===== config.mk =====
export PLATFORM = sky130hd
export DESIGN_NAME = syst_ws_feeder
export DESIGN_NICKNAME = d
export VERILOG_FILES = /design/src/rtl/syst_pkg.sv /design/src/rtl/syst_row_fifo.sv /design/src/rtl/syst_ws_feeder.sv
export SDC_FILE = /design/constraint.sdc
export NUM_CORES = 1
export LEC_CHECK = 0
export ABC_AREA = 1
export CORE_ASPECT_RATIO = 1.5
export CORE_MARGIN = 2
export CORE_UTILIZATION = 55
export CTS_CLUSTER_DIAMETER = 120
export DETAILED_ROUTE_END_ITERATION = 7
export GPL_ROUTABILITY_DRIVEN = 0
export PLACE_DENSITY = 0.85
export SKIP_LAST_GASP = 1
export SLEW_MARGIN = 10
export SYNTH_ARGS = -nofsm -noshare
export SYNTH_HDL_FRONTEND = slang
export SYNTH_SLANG_ARGS = --single-unit

===== constraint.sdc =====
create_clock -name clk_i -period 4.3 [get_ports clk_i]
set_clock_uncertainty 0.05 [all_clocks]
set_input_delay 0.645 -clock clk_i [delete_from_list [all_inputs] [get_ports clk_i]]
set_output_delay 0.645 -clock clk_i [all_outputs]
set_load 0.02 [all_outputs]

===== src/rtl/syst_pkg.sv =====
// syst_pkg: shared types for the weight-stationary activation feeder.
// Row layout, activation width and feeder FSM states.
package syst_pkg;

    localparam int COL     = 4;
    localparam int X_WIDTH = 8;

    typedef logic [X_WIDTH-1:0] x_t;

    typedef struct packed {
        logic             last;
        x_t [COL-1:0]     x;
    } row_t;

    typedef enum logic [1:0] {
        IDLE,
        STREAM,
        DRAIN
    } feed_state_t;

endpackage


===== src/rtl/syst_row_fifo.sv =====
// syst_row_fifo: registered row buffer without fall-through.
// A row pushed on one edge is visible at the head from the next cycle on.
module syst_row_fifo #(
    parameter int  DEPTH = 4,
    parameter type row_t = logic
) (
    input  logic clk_i,
    input  logic rst_i,
    input  logic push,
    input  row_t push_row,
    input  logic pop,
    output row_t pop_row,
    output logic full,
    output logic empty
);

    localparam int AW = $clog2(DEPTH);

    row_t          mem [DEPTH];
    logic [AW-1:0] wr_ptr;
    logic [AW-1:0] rd_ptr;
    logic [AW:0]   count;

    always_ff @(posedge clk_i) begin
        if (!rst_i) begin
            wr_ptr <= '0;
            rd_ptr <= '0;
            count  <= '0;
        end else begin
            if (push) wr_ptr <= wr_ptr + 1'b1;
            if (pop)  rd_ptr <= rd_ptr + 1'b1;
            case ({push, pop})
                2'b10:   count <= count + 1'b1;
                2'b01:   count <= count - 1'b1;
                default: count <= count;
            endcase
        end
    end

    always_ff @(posedge clk_i) begin
        if (push) mem[wr_ptr] <= push_row;
    end

    assign pop_row = mem[rd_ptr];
    assign empty   = (count == '0);
    assign full    = (count == (AW+1)'(DEPTH));

endmodule


===== src/rtl/syst_ws_feeder.sv =====
// syst_ws_feeder: row FIFO, IDLE/STREAM/DRAIN control and lane skew chain.
// Define SYST_FEED_ZERO_FILL_EN to force skew data to 0 on bubbles.
module syst_ws_feeder #(
    parameter int COL        = 4,
    parameter int X_WIDTH    = 8,
    parameter int FIFO_DEPTH = 4
) (
    input  logic                   clk_i,
    input  logic                   rst_i,
    input  logic                   s_valid_i,
    output logic                   s_ready_o,
    input  logic [COL*X_WIDTH-1:0] s_data_i,
    input  logic                   s_last_i,
    output logic [X_WIDTH-1:0]     x1_o,
    output logic [X_WIDTH-1:0]     x2_o,
    output logic [X_WIDTH-1:0]     x3_o,
    output logic [X_WIDTH-1:0]     x4_o,
    output logic                   valid1_o,
    output logic                   valid2_o,
    output logic                   valid3_o,
    output logic                   valid4_o,
    output logic                   busy_o,
    output logic                   done_o
);

    import syst_pkg::*;

    localparam int CW = $clog2(COL);

    feed_state_t   state;
    logic [CW-1:0] drain_cnt;
    logic          done_q;
    logic          live_q;
    logic          push;
    logic          pop;
    logic          full;
    logic          empty;
    row_t          push_row;
    row_t          head;
    logic [COL-1:0] lane_v;
    x_t            lane_x [COL];

    assign push_row  = {s_last_i, s_data_i};
    // live_q keeps ready low for the cycle right after a reset edge
    assign s_ready_o = rst_i && live_q && !full && (state != DRAIN);
    assign push      = s_valid_i && s_ready_o;
    assign pop       = !empty && (state != DRAIN);

    syst_row_fifo #(
        .DEPTH (FIFO_DEPTH),
        .row_t (row_t)
    ) u_fifo (
        .clk_i    (clk_i),
        .rst_i    (rst_i),
        .push     (push),
        .push_row (push_row),
        .pop      (pop),
        .pop_row  (head),
        .full     (full),
        .empty    (empty)
    );

    always_ff @(posedge clk_i) begin
        if (!rst_i) begin
            state     <= IDLE;
            drain_cnt <= '0;
            done_q    <= 1'b0;
            live_q    <= 1'b0;
        end else begin
            live_q <= 1'b1;
            done_q <= 1'b0;
            unique case (state)
                IDLE, STREAM: begin
                    drain_cnt <= '0;
                    if (pop) state <= head.last ? DRAIN : STREAM;
                end
                DRAIN: begin
                    if (drain_cnt == CW'(COL-1)) begin
                        state  <= IDLE;
                        done_q <= 1'b1;
                    end else begin
                        drain_cnt <= drain_cnt + 1'b1;
                    end
                end
                default: state <= IDLE;
            endcase
        end
    end

    // lane j sees its slice of the popped row after j+1 stages
    for (genvar j = 0; j < COL; j++) begin : g_lane
        logic [j:0] v_q;
        x_t   [j:0] d_q;

        always_ff @(posedge clk_i) begin
            if (!rst_i) begin
                v_q <= '0;
                d_q <= '0;
            end else begin
                v_q[0] <= pop;
                for (int k = 1; k <= j; k++) v_q[k] <= v_q[k-1];
`ifdef SYST_FEED_ZERO_FILL_EN
                d_q[0] <= pop ? head.x[j] : '0;
                for (int k = 1; k <= j; k++)
                    d_q[k] <= v_q[k-1] ? d_q[k-1] : '0;
`else
                if (pop) d_q[0] <= head.x[j];
                for (int k = 1; k <= j; k++)
                    if (v_q[k-1]) d_q[k] <= d_q[k-1];
`endif
            end
        end

        assign lane_v[j] = v_q[j];
        assign lane_x[j] = d_q[j];
    end

    assign x1_o     = lane_x[0];
    assign x2_o     = lane_x[1];
    assign x3_o     = lane_x[2];
    assign x4_o     = lane_x[3];
    assign valid1_o = lane_v[0];
    assign valid2_o = lane_v[1];
    assign valid3_o = lane_v[2];
    assign valid4_o = lane_v[3];
    assign busy_o   = (state != IDLE);
    assign done_o   = done_q;

endmodule


==> impl_metrics.json, run 1 <==
{
  "leakagePower_uw": 0.003948,
  "drt_wl_total_um": 16590,
  "synth_compound_area_share_pct": 12.01,
  "cts_tree": "done",
  "tns_ps": 0,
  "powerDensity_nw_per_um2": 642.2,
  "syn_inst": 866,
  "synth_top_family_by_area": "simple AND/OR/NAND/NOR gates",
  "synth_xor_area_share_pct": 0.09686,
  "grt_overflow_total": 0,
  "core_area_um2": 16120,
  "max-cap-violations": 0,
  "cp_data_arrival_time_ps": 1920,
  "antenna_found_initial": 0,
  "cts_inserted_buffers": 21,
  "critPathCaptureType": "output port",
  "cts_sinks": 231,
  "fin_crit_sh_pct": 60.77,
  "fmax_mhz": 382.7,
  "nets": 940,
  "synthDominantCellAreaShare_pct": 43.84,
  "antenna_cells": 0,
  "outcome": "finished, final reports clean",
  "slew_headroom_pct": 26.10,
  "grt_max_degree": 100,
  "rows": 57,
  "yosys_warnings": 0,
  "synth_top_area_cell": "edfxtp_1",
  "start_kind": "flop",
  "insertion_delay_ps": 500,
  "drv_slew": 0,
  "root_buffer": "clkbuf_16",
  "period_minus_slack_ps": 2613,
  "num_vias": 5799,
  "synth_adder_area_share_pct": 1.052,
  "setup_viol": 0,
  "initialDrtViolationCount": 590,
  "via_per_inst": 5.187,
  "rsz0062_at_grt": "no",
  "area_growth_pct": 14.35,
  "grt_util_all_layers_pct": 19.60,
  "cts_hold_buffers": 0,
  "die_height_um": 161.0,
  "path_class": "flop to output port",
  "tightest_slew_ps": 1109,
  "hp-class": "flop to flop",
  "io_buffers": 74,
  "seq_area_frac_synth_pct": 65.75,
  "start_util_pct": 56.10,
  "peakVddDrop_mv": 0.4110,
  "die_area_um2": 17500,
  "netlist_area_um2": 9042,
  "synth_nets": 909,
  "ys_ff_latch": 231,
  "boundaryPins": 75,
  "cts_resized": 0,
  "synthMuxAreaShare_pct": 0,
  "firstDrtPassIters": 5,
  "antenna_left": 0,
  "cp.required_ps": 3610,
  "drive_above_1_share_pct": 8.004,
  "routedWlPerCell_um": 14.84,
  "clk_pin_slew_ps": 70,
  "clock_path_buffers": 3,
  "whs_ps": 400.3,
  "die_w_um": 108.7,
  "hold_violations": 0,
  "hpwl_um": 9512,
  "drc": 0,
  "grt_pass1_wl_um": 27320,
  "synthSimpleGateAreaFrac_pct": 12.62,
  "synth_area_leaders": "edfxtp_1 (44%), dfxtp_1 (22%), nor2_1 (7.9%), o21ai_0 (5.2%), nand2_1 (3.7%)",
  "grt_pass1_vias": 5692,
  "post-cts-setup-buffer-count": 0,
  "path_max_fanout": 4,
  "htreeDepth": 1,
  "syn_avg_cell_area_um2": 10.44,
  "ys_types": 28
}
==> synth_stat cells, drive strengths merged <==
master and n:
nand2 92, o21ai 116, nand4 3, buf 54, and2 1, a21oi 33, fa 1, nand3 5
edfxtp 132, clkbuf 15, o211ai 32, dfxtp 99, nor2 192, xor2 1, ha 6, inv 84
==> worst paths after layout <==
kind	startpoint	end	slack, ps	cells past startpoint
worst max-delay path	state[1]$_SDFFE_PN0P_	s_ready_o	1690	5
worst min register to register	g_lane[1].d_q[3]$_SDFFE_PN0P_	x2_o[3]$_SDFFE_PN0P_	400	2
worst max register to register	flop	g_lane[1].d_q[6]$_SDFFE_PN0P_	1810	5
worst min-delay path	g_lane[1].d_q[3]$_SDFFE_PN0P_	x2_o[3]$_SDFFE_PN0P_	400	2
==> flip-flops by register name, summed over array words and instances, names as in the netlist, named ones only <==
| name | count |
|---|---|
| live_q | 1 |
| x1_o | 8 |
| x3_o | 8 |
| state | 2 |
| g_lane.d_q | 48 |
| g_lane.v_q | 4 |
| x2_o | 8 |
| x4_o | 8 |
| u_fifo.wr_ptr | 2 |
| u_fifo.mem | 132 |
| done_o | 1 |
| u_fifo.rd_ptr | 2 |
| drain_cnt | 2 |
| u_fifo.count | 3 |
==> routing by layer <==
metal	up-vias	track usage (%)	share of wire, %
li1	2900	-	-
met1	2693	24.14	41
met2	171	34.66	52
met3	35	2.502	4.5
met4	0	7.576	2.5
met5	-	0	0
==> metrics by stage <==
step,utilization [%],setup slack [ps],std cells,area [µm²],power (µW)
6_report,64.15,1687,1118,10340,6640
5_1_grt,64.15,1579,1118,10340,7059
4_1_cts,64.15,1674,1118,10340,6681
3_5_place_dp,59.84,1454,1080,9646,4803
3_3_place_gp,59.84,1504,1080,9646,4741
2_1_floorplan,-,1367,866,9042,4412
==> cell type report <==
cell class              count  area [µm²]
flip-flops and latches    231        5951
multi-input cells         482        2361
inverters                  84       317.8
clock inverters            13       133.9
repair buffers             77       758.2
clock buffers              25       560.5
well taps                 206       257.7
fillers                  1262        5778
==> logic make-up (layout without fill, tap and decap cells) <==
kind of cell,count (synthesis),after routing
compound gates,181,181
xor+xnor,1,1
fa+ha+maj,7,7
buf+inv,153,199
flops,231,231
simple gates,293,293
==> worst max-delay path: stages, from the launching register on <==
cell and delay (ps):
dfxtp_1 340, inv_2 80, nor2_1 50, nor2_1 200, and2_1 160, clkdlybuf4s50_1 590
==> power by group <==
| part | switching [µW] | internal (µW) |
|---|---|---|
| logic | 1120 | 663 |
| registers | 332 | 2670 |
| clock network | 799 | 1060 |
==> layout by cell type, fill, tap and decap left out, drive strengths merged <==
cell	instances
edfxtp	132
clkinv	7
inv	88
buf	4
o211ai	32
clkbuf	25
dfxtp	99
and2	1
xor2	1
clkdlybuf4s50	73
o21ai	116
nand4	3
fa	1
bufinv	2
nand2	92
ha	6
nor2	192
a21oi	33
nand3	5
Power figures use the tool's default switching activity.
==> inputs of run 2 (changes only) <==
--- a/config.mk
+++ b/config.mk
@@ -8,7 +8,7 @@
 export ABC_AREA = 1
 export CORE_ASPECT_RATIO = 1.5
 export CORE_MARGIN = 2
-export CORE_UTILIZATION = 55
+export CORE_UTILIZATION = 52
 export CTS_CLUSTER_DIAMETER = 120
 export DETAILED_ROUTE_END_ITERATION = 7
 export GPL_ROUTABILITY_DRIVEN = 0
==> constraint.sdc (replaced) <==
create_clock -name clk_i -period 2.4 [get_ports clk_i]
set_clock_uncertainty 0.05 [all_clocks]
set_input_delay 0.36 -clock clk_i [delete_from_list [all_inputs] [get_ports clk_i]]
set_output_delay 0.36 -clock clk_i [all_outputs]
set_load 0.02 [all_outputs]
==> run 2 against run 1 <==
Against the previous run: global-route usage down 1.6 points; power up 78%; clock power up 69%; die area up 5.6%; critical endpoint unchanged; setup slack worse by 1600 ps.
==> impl_metrics.json, run 2 (synthesis gave the netlist of run 1 again) <==
{
  "outcome": "finished, final reports clean",
  "tightest_slew_ps": 789.9,
  "cp_data_arrival_time_ps": 1860,
  "antenna_cells": 0,
  "num_vias": 5830,
  "clk_pin_slew_ps": 70,
  "holdPathStages": 6,
  "cts_inserted_buffers": 20,
  "post-cts-setup-buffer-count": 0,
  "cts_tree": "done",
  "final_cell_mix": "nor2_1 (186), edfxtp_1 (132), dfxtp_1 (97)",
  "drive_above_1_share_pct": 8.894,
  "grt_pass1_wl_um": 27030,
  "die_height_um": 165.5,
  "routedWlPerCell_um": 14.62,
  "drt_wl_total_um": 16590,
  "grt_max_degree": 94,
  "core_area_um2": 17200,
  "root_buffer": "clkbuf_16",
  "tns_ps": 0,
  "io_buffers": 74,
  "die_area_um2": 18480,
  "r2r_start": "u_fifo.count[0]$_SDFFE_PN0P_",
  "grt_util_all_layers_pct": 18.04,
  "path_max_fanout": 4,
  "whs_ps": 246.7,
  "holdPathEnd": "u_fifo.wr_ptr[0]$_SDFFE_PN0P_",
  "rsz0062_at_grt": "no",
  "drc": 0,
  "start_kind": "flop",
  "boundaryPins": 75,
  "largest_reg_flops": 132,
  "finalPower_uw": 11840,
  "rows": 59,
  "layout_setup_ws_ps": 130.2,
  "nets": 951,
  "setup_viol": 0,
  "rr_worst_depth": 10,
  "path_class": "flop to output port",
  "critPathCaptureType": "output port",
  "post-place-ws_ps": 341.6,
  "max-cap-violations": 0,
  "start_util_pct": 52.57,
  "antenna_left": 0,
  "fmax_mhz": 440.6,
  "powerDensity_nw_per_um2": 1133,
  "slew_headroom_pct": 47.34,
  "reg_top3": "u_fifo.mem (132), g_lane.d_q (48)",
  "grt_pass1_vias": 5602,
  "peakVddDrop_mv": 0.6376,
  "regArea_um2": 5951,
  "hp-class": "input port to flop",
  "antenna_found_initial": 0,
  "final_common_cell": "nor2_1",
  "cp.required_ps": 1990,
  "worstHoldStart": "rst_i",
  "htreeDepth": 1,
  "area_growth_pct": 15.62,
  "hold_violations": 0,
  "via_per_inst": 5.137,
  "initialDrtViolationCount": 480,
  "fin_util_pct": 60.78,
  "firstDrtPassIters": 5,
  "hpwl_um": 9801,
  "clock_path_buffers": 3,
  "r2r_setup_slack_ps": 550,
  "multiInputGateArea_um2": 2364,
  "period_minus_slack_ps": 2270,
  "insertion_delay_ps": 510,
  "fin_crit_sh_pct": 94.58,
  "cts_hold_buffers": 0,
  "r2r-end": "u_fifo.count[2]$_SDFFE_PN0P_",
  "leakagePower_uw": 0.003981,
  "cts_sinks": 231,
  "grt_overflow_total": 0,
  "drv_slew": 0,
  "largest_register": "u_fifo.mem",
  "die_w_um": 111.7,
  "nFillCells": 1298
}
-- run 2: stage by stage --
stage / std cells / area [µm²]
floorplan: 866 / 9042
global placement: 1099 / 9807
detailed placement: 1099 / 9807
CTS: 1135 / 10450
global route: 1135 / 10460
finish: 1135 / 10460
-- run 2: what timing repair did --
item | 4_1_cts | 5_1_grt
hold endpoints to repair | 0 | 0
endpoints found under the setup margin | 0 | 1
gates resized for setup | 0 | 1
-- run 2: area by class of cell --
cell class	instances	share of cell area, %
flip-flops and latches	231	56.92
multi-input cells	482	22.61
repair buffers	89	8.712
clock buffers	28	5.397
inverters	84	3.040
well taps	213	2.549
clock inverters	8	0.7779
-- run 2: power by group --
| group | leakage [µW] | internal [µW] | switching, µW |
|---|---|---|---|
| Sequential | 0.00201 | 4780 | 429 |
| Combinational | 0.00167 | 1290 | 2200 |
| Clock | 0.000308 | 1760 | 1380 |
-- run 2: per-layer routing --
metal	wire (µm)	GRT usage (%)	vias up
li1	-	-	2928
met1	6590	21.16	2719
met2	8754	33.03	157
met3	906	3.358	26
met4	340	6.510	0
met5	0	0	-
-- run 2: worst max path at each step --
stage / startpoint / slack (ps) / cells after the start / endpoint
finish: state[1]$_SDFFE_PN0P_ / 130 / 5 / s_ready_o
global route: state[1]$_SDFFE_PN0P_ / 20 / 5 / s_ready_o
CTS: state[1]$_SDFFE_PN0P_ / 40 / 5 / s_ready_o
detailed placement: s_valid_i / 340 / 9 / u_fifo.count[2]$_SDFFE_PN0P_
global placement: s_valid_i / 360 / 9 / u_fifo.count[2]$_SDFFE_PN0P_
floorplan: state[1]$_SDFFE_PN0P_ / -260 / 5 / u_fifo.mem[0][0]$_DFFE_PP_
-- run 2: critical path, stage by stage (launching register included) --
cell and delay, ps:
dfxtp_1 340, inv_2 80, nor2_1 50, nor2_2 150, and2_1 150, clkdlybuf4s50_1 590
==> inputs of run 3 (changes only) <==
--- a/config.mk
+++ b/config.mk
@@ -8,11 +8,12 @@
 export ABC_AREA = 1
 export CORE_ASPECT_RATIO = 1.5
 export CORE_MARGIN = 2
-export CORE_UTILIZATION = 52
+export CORE_UTILIZATION = 39
 export CTS_CLUSTER_DIAMETER = 120
 export DETAILED_ROUTE_END_ITERATION = 7
 export GPL_ROUTABILITY_DRIVEN = 0
-export PLACE_DENSITY = 0.85
+export PLACE_DENSITY = 0.69
+export SETUP_SLACK_MARGIN = 0.1
 export SKIP_LAST_GASP = 1
 export SLEW_MARGIN = 10
 export SYNTH_ARGS = -nofsm -noshare
==> run 3 against run 2 <==
Against the previous run: die area increased by 32%; final cell count increased by 6.0%; non-clock buffer count decreased by 3; hold slack improved by 19 ps; clock power increased by 15%; final area increased by 2.0%; sequential share of layout area decreased by 1.1 points; largest power group unchanged; highest routed layer unchanged.
==> impl_metrics.json, run 3 (synthesis gave the netlist of run 1 again) <==
{
  "outcome": "finished, final reports clean",
  "cts_inserted_buffers": 22,
  "path_class": "flop to output port",
  "period_minus_slack_ps": 2061,
  "drc": 0,
  "rsz0062_at_grt": "no",
  "slowest_delay_ps": 670,
  "start_util_pct": 39.51,
  "num_vias": 5667,
  "die_height_um": 190.5,
  "critPathCaptureType": "output port",
  "clock_path_buffers": 3,
  "tns_ps": 0,
  "powerDensity_nw_per_um2": 1150,
  "r2r_setup_slack_ps": 490,
  "initialDrtViolationCount": 341,
  "hold_violations": 0,
  "area_growth_pct": 17.97,
  "hpwl_um": 9760,
  "use_met3_pct": 2.469,
  "cts_resized": 1,
  "antenna_left": 0,
  "peakVddDrop_mv": 0.6066,
  "cts_sinks": 231,
  "hp-class": "input port to flop",
  "cp_cell_sequence": "clkdlybuf4s50_1",
  "io_buffers": 74,
  "fmax_mhz": 485.2,
  "grt_util_all_layers_pct": 13.42,
  "root_buffer": "clkbuf_16",
  "via_per_inst": 4.711,
  "setup_viol": 0,
  "path_buf_inv": 1,
  "reg_top3": "u_fifo.mem (132), g_lane.d_q (48)",
  "path_delay_family": "buffers and inverters",
  "fin_crit_sh_pct": 85.87,
  "firstDrtPassIters": 4,
  "antenna_found_initial": 1,
  "drv_slew": 0,
  "drt_wl_total_um": 16290,
  "nets": 950,
  "clk_pin_slew_ps": 70,
  "start_kind": "flop",
  "cp.required_ps": 1990,
  "grt-busiest-layer": "met2",
  "routedWlPerCell_um": 13.54,
  "cts_tree": "done",
  "cts_hold_buffers": 0,
  "core_area_um2": 22890,
  "die_area_um2": 24440,
  "largest_register": "u_fifo.mem",
  "use_met1_pct": 16.08,
  "grt_max_degree": 94,
  "die_w_um": 128.3,
  "grt_pass1_wl_um": 26610,
  "largest_reg_flops": 132,
  "rows": 68,
  "final_cell_mix": "nor2_1 (186), edfxtp_1 (132), dfxtp_1 (97)",
  "boundaryPins": 75,
  "antenna_cells": 0,
  "finalPower_uw": 12270,
  "slew_headroom_pct": 48.44,
  "path_max_fanout": 11,
  "htreeDepth": 1,
  "whs_ps": 265.9,
  "grt_overflow_total": 0,
  "tightest_slew_ps": 773.4,
  "grt_pass1_vias": 5415,
  "leakagePower_uw": 0.004077,
  "worst_path_max_delay_cell": "clkdlybuf4s50_1",
  "insertion_delay_ps": 500,
  "drive_above_1_share_pct": 9.101,
  "post-cts-setup-buffer-count": 0,
  "met2_usage_pct": 23.75,
  "max-cap-violations": 0,
  "nFillCells": 2043,
  "final_common_cell": "nor2_1",
  "cp_data_arrival_time_ps": 1650
}
==> run 3: cell count changes in the layout (fill, tap and decap cells not counted), moves of 2 or more <==
cell | before | now
buf_4 | 10 | 6
clkbuf_16 | 20 | 25
inv_1 | 81 | 84
clkinv_2 | 1 | 4
clkbuf_1 | 4 | 1
clkinvlp_2 | 2 | 0
==> run 3: final cells by class <==
cell class | count | area, µm² | share of cell area, %
multi-input cells | 482 | 2364 | 22.16
well taps | 280 | 350.3 | 3.284
inverters | 84 | 317.8 | 2.979
clock buffers | 29 | 670.6 | 6.287
flip-flops and latches | 231 | 5951 | 55.78
clock inverters | 11 | 111.4 | 1.044
repair buffers | 86 | 903.4 | 8.468
==> run 3: stage by stage <==
step / cells / cell area [µm²] / worst slack [ps] / util [%]
after floorplan: 866 / 9042 / -255.5 / -
after global placement: 1163 / 9881 / 358.4 / 43.17
after detailed placement: 1163 / 9881 / 314.4 / 43.17
after CTS: 1203 / 10670 / 105.4 / 46.60
after global routing: 1203 / 10670 / 239.4 / 46.61
final: 1203 / 10670 / 339.1 / 46.61
==> run 3: worst paths after layout <==
path	start	to	cells past startpoint
setup / recovery	g_lane[3].v_q[2]$_SDFF_PN0_	valid3_o	1
hold / removal	rst_i	u_fifo.wr_ptr[0]$_SDFFE_PN0P_	6
setup reg to reg	state[1]$_SDFFE_PN0P_	u_fifo.count[2]$_SDFFE_PN0P_	11
hold reg to reg	g_lane[3].d_q[0]$_SDFFE_PN0P_	g_lane[3].d_q[8]$_SDFFE_PN0P_	2
==> run 3: power breakdown <==
part           switching [µW]  total [µW]  internal [µW]  leakage, µW
Clock                    1420        3620           2190     0.000401
Combinational            2230        3510           1280      0.00167
Sequential                366        5140           4780      0.00201
Total                    4020       12300           8250      0.00408
==> run 3: tightest hold or removal path, cell delays in order <==
cell,delay (ps)
buf_2,100
nand2_1,80
nor2_2,60
nand4_1,60
nand2_1,40
nor2_1,70
==> run 3: layer usage <==
layer	vias to the layer above	share of wire [%]	wire, µm
met3	32	5.0	816
met2	106	49	8003
met1	2609	43	6980
met4	0	3.0	486
li1	2920	-	-
met5	-	0	0
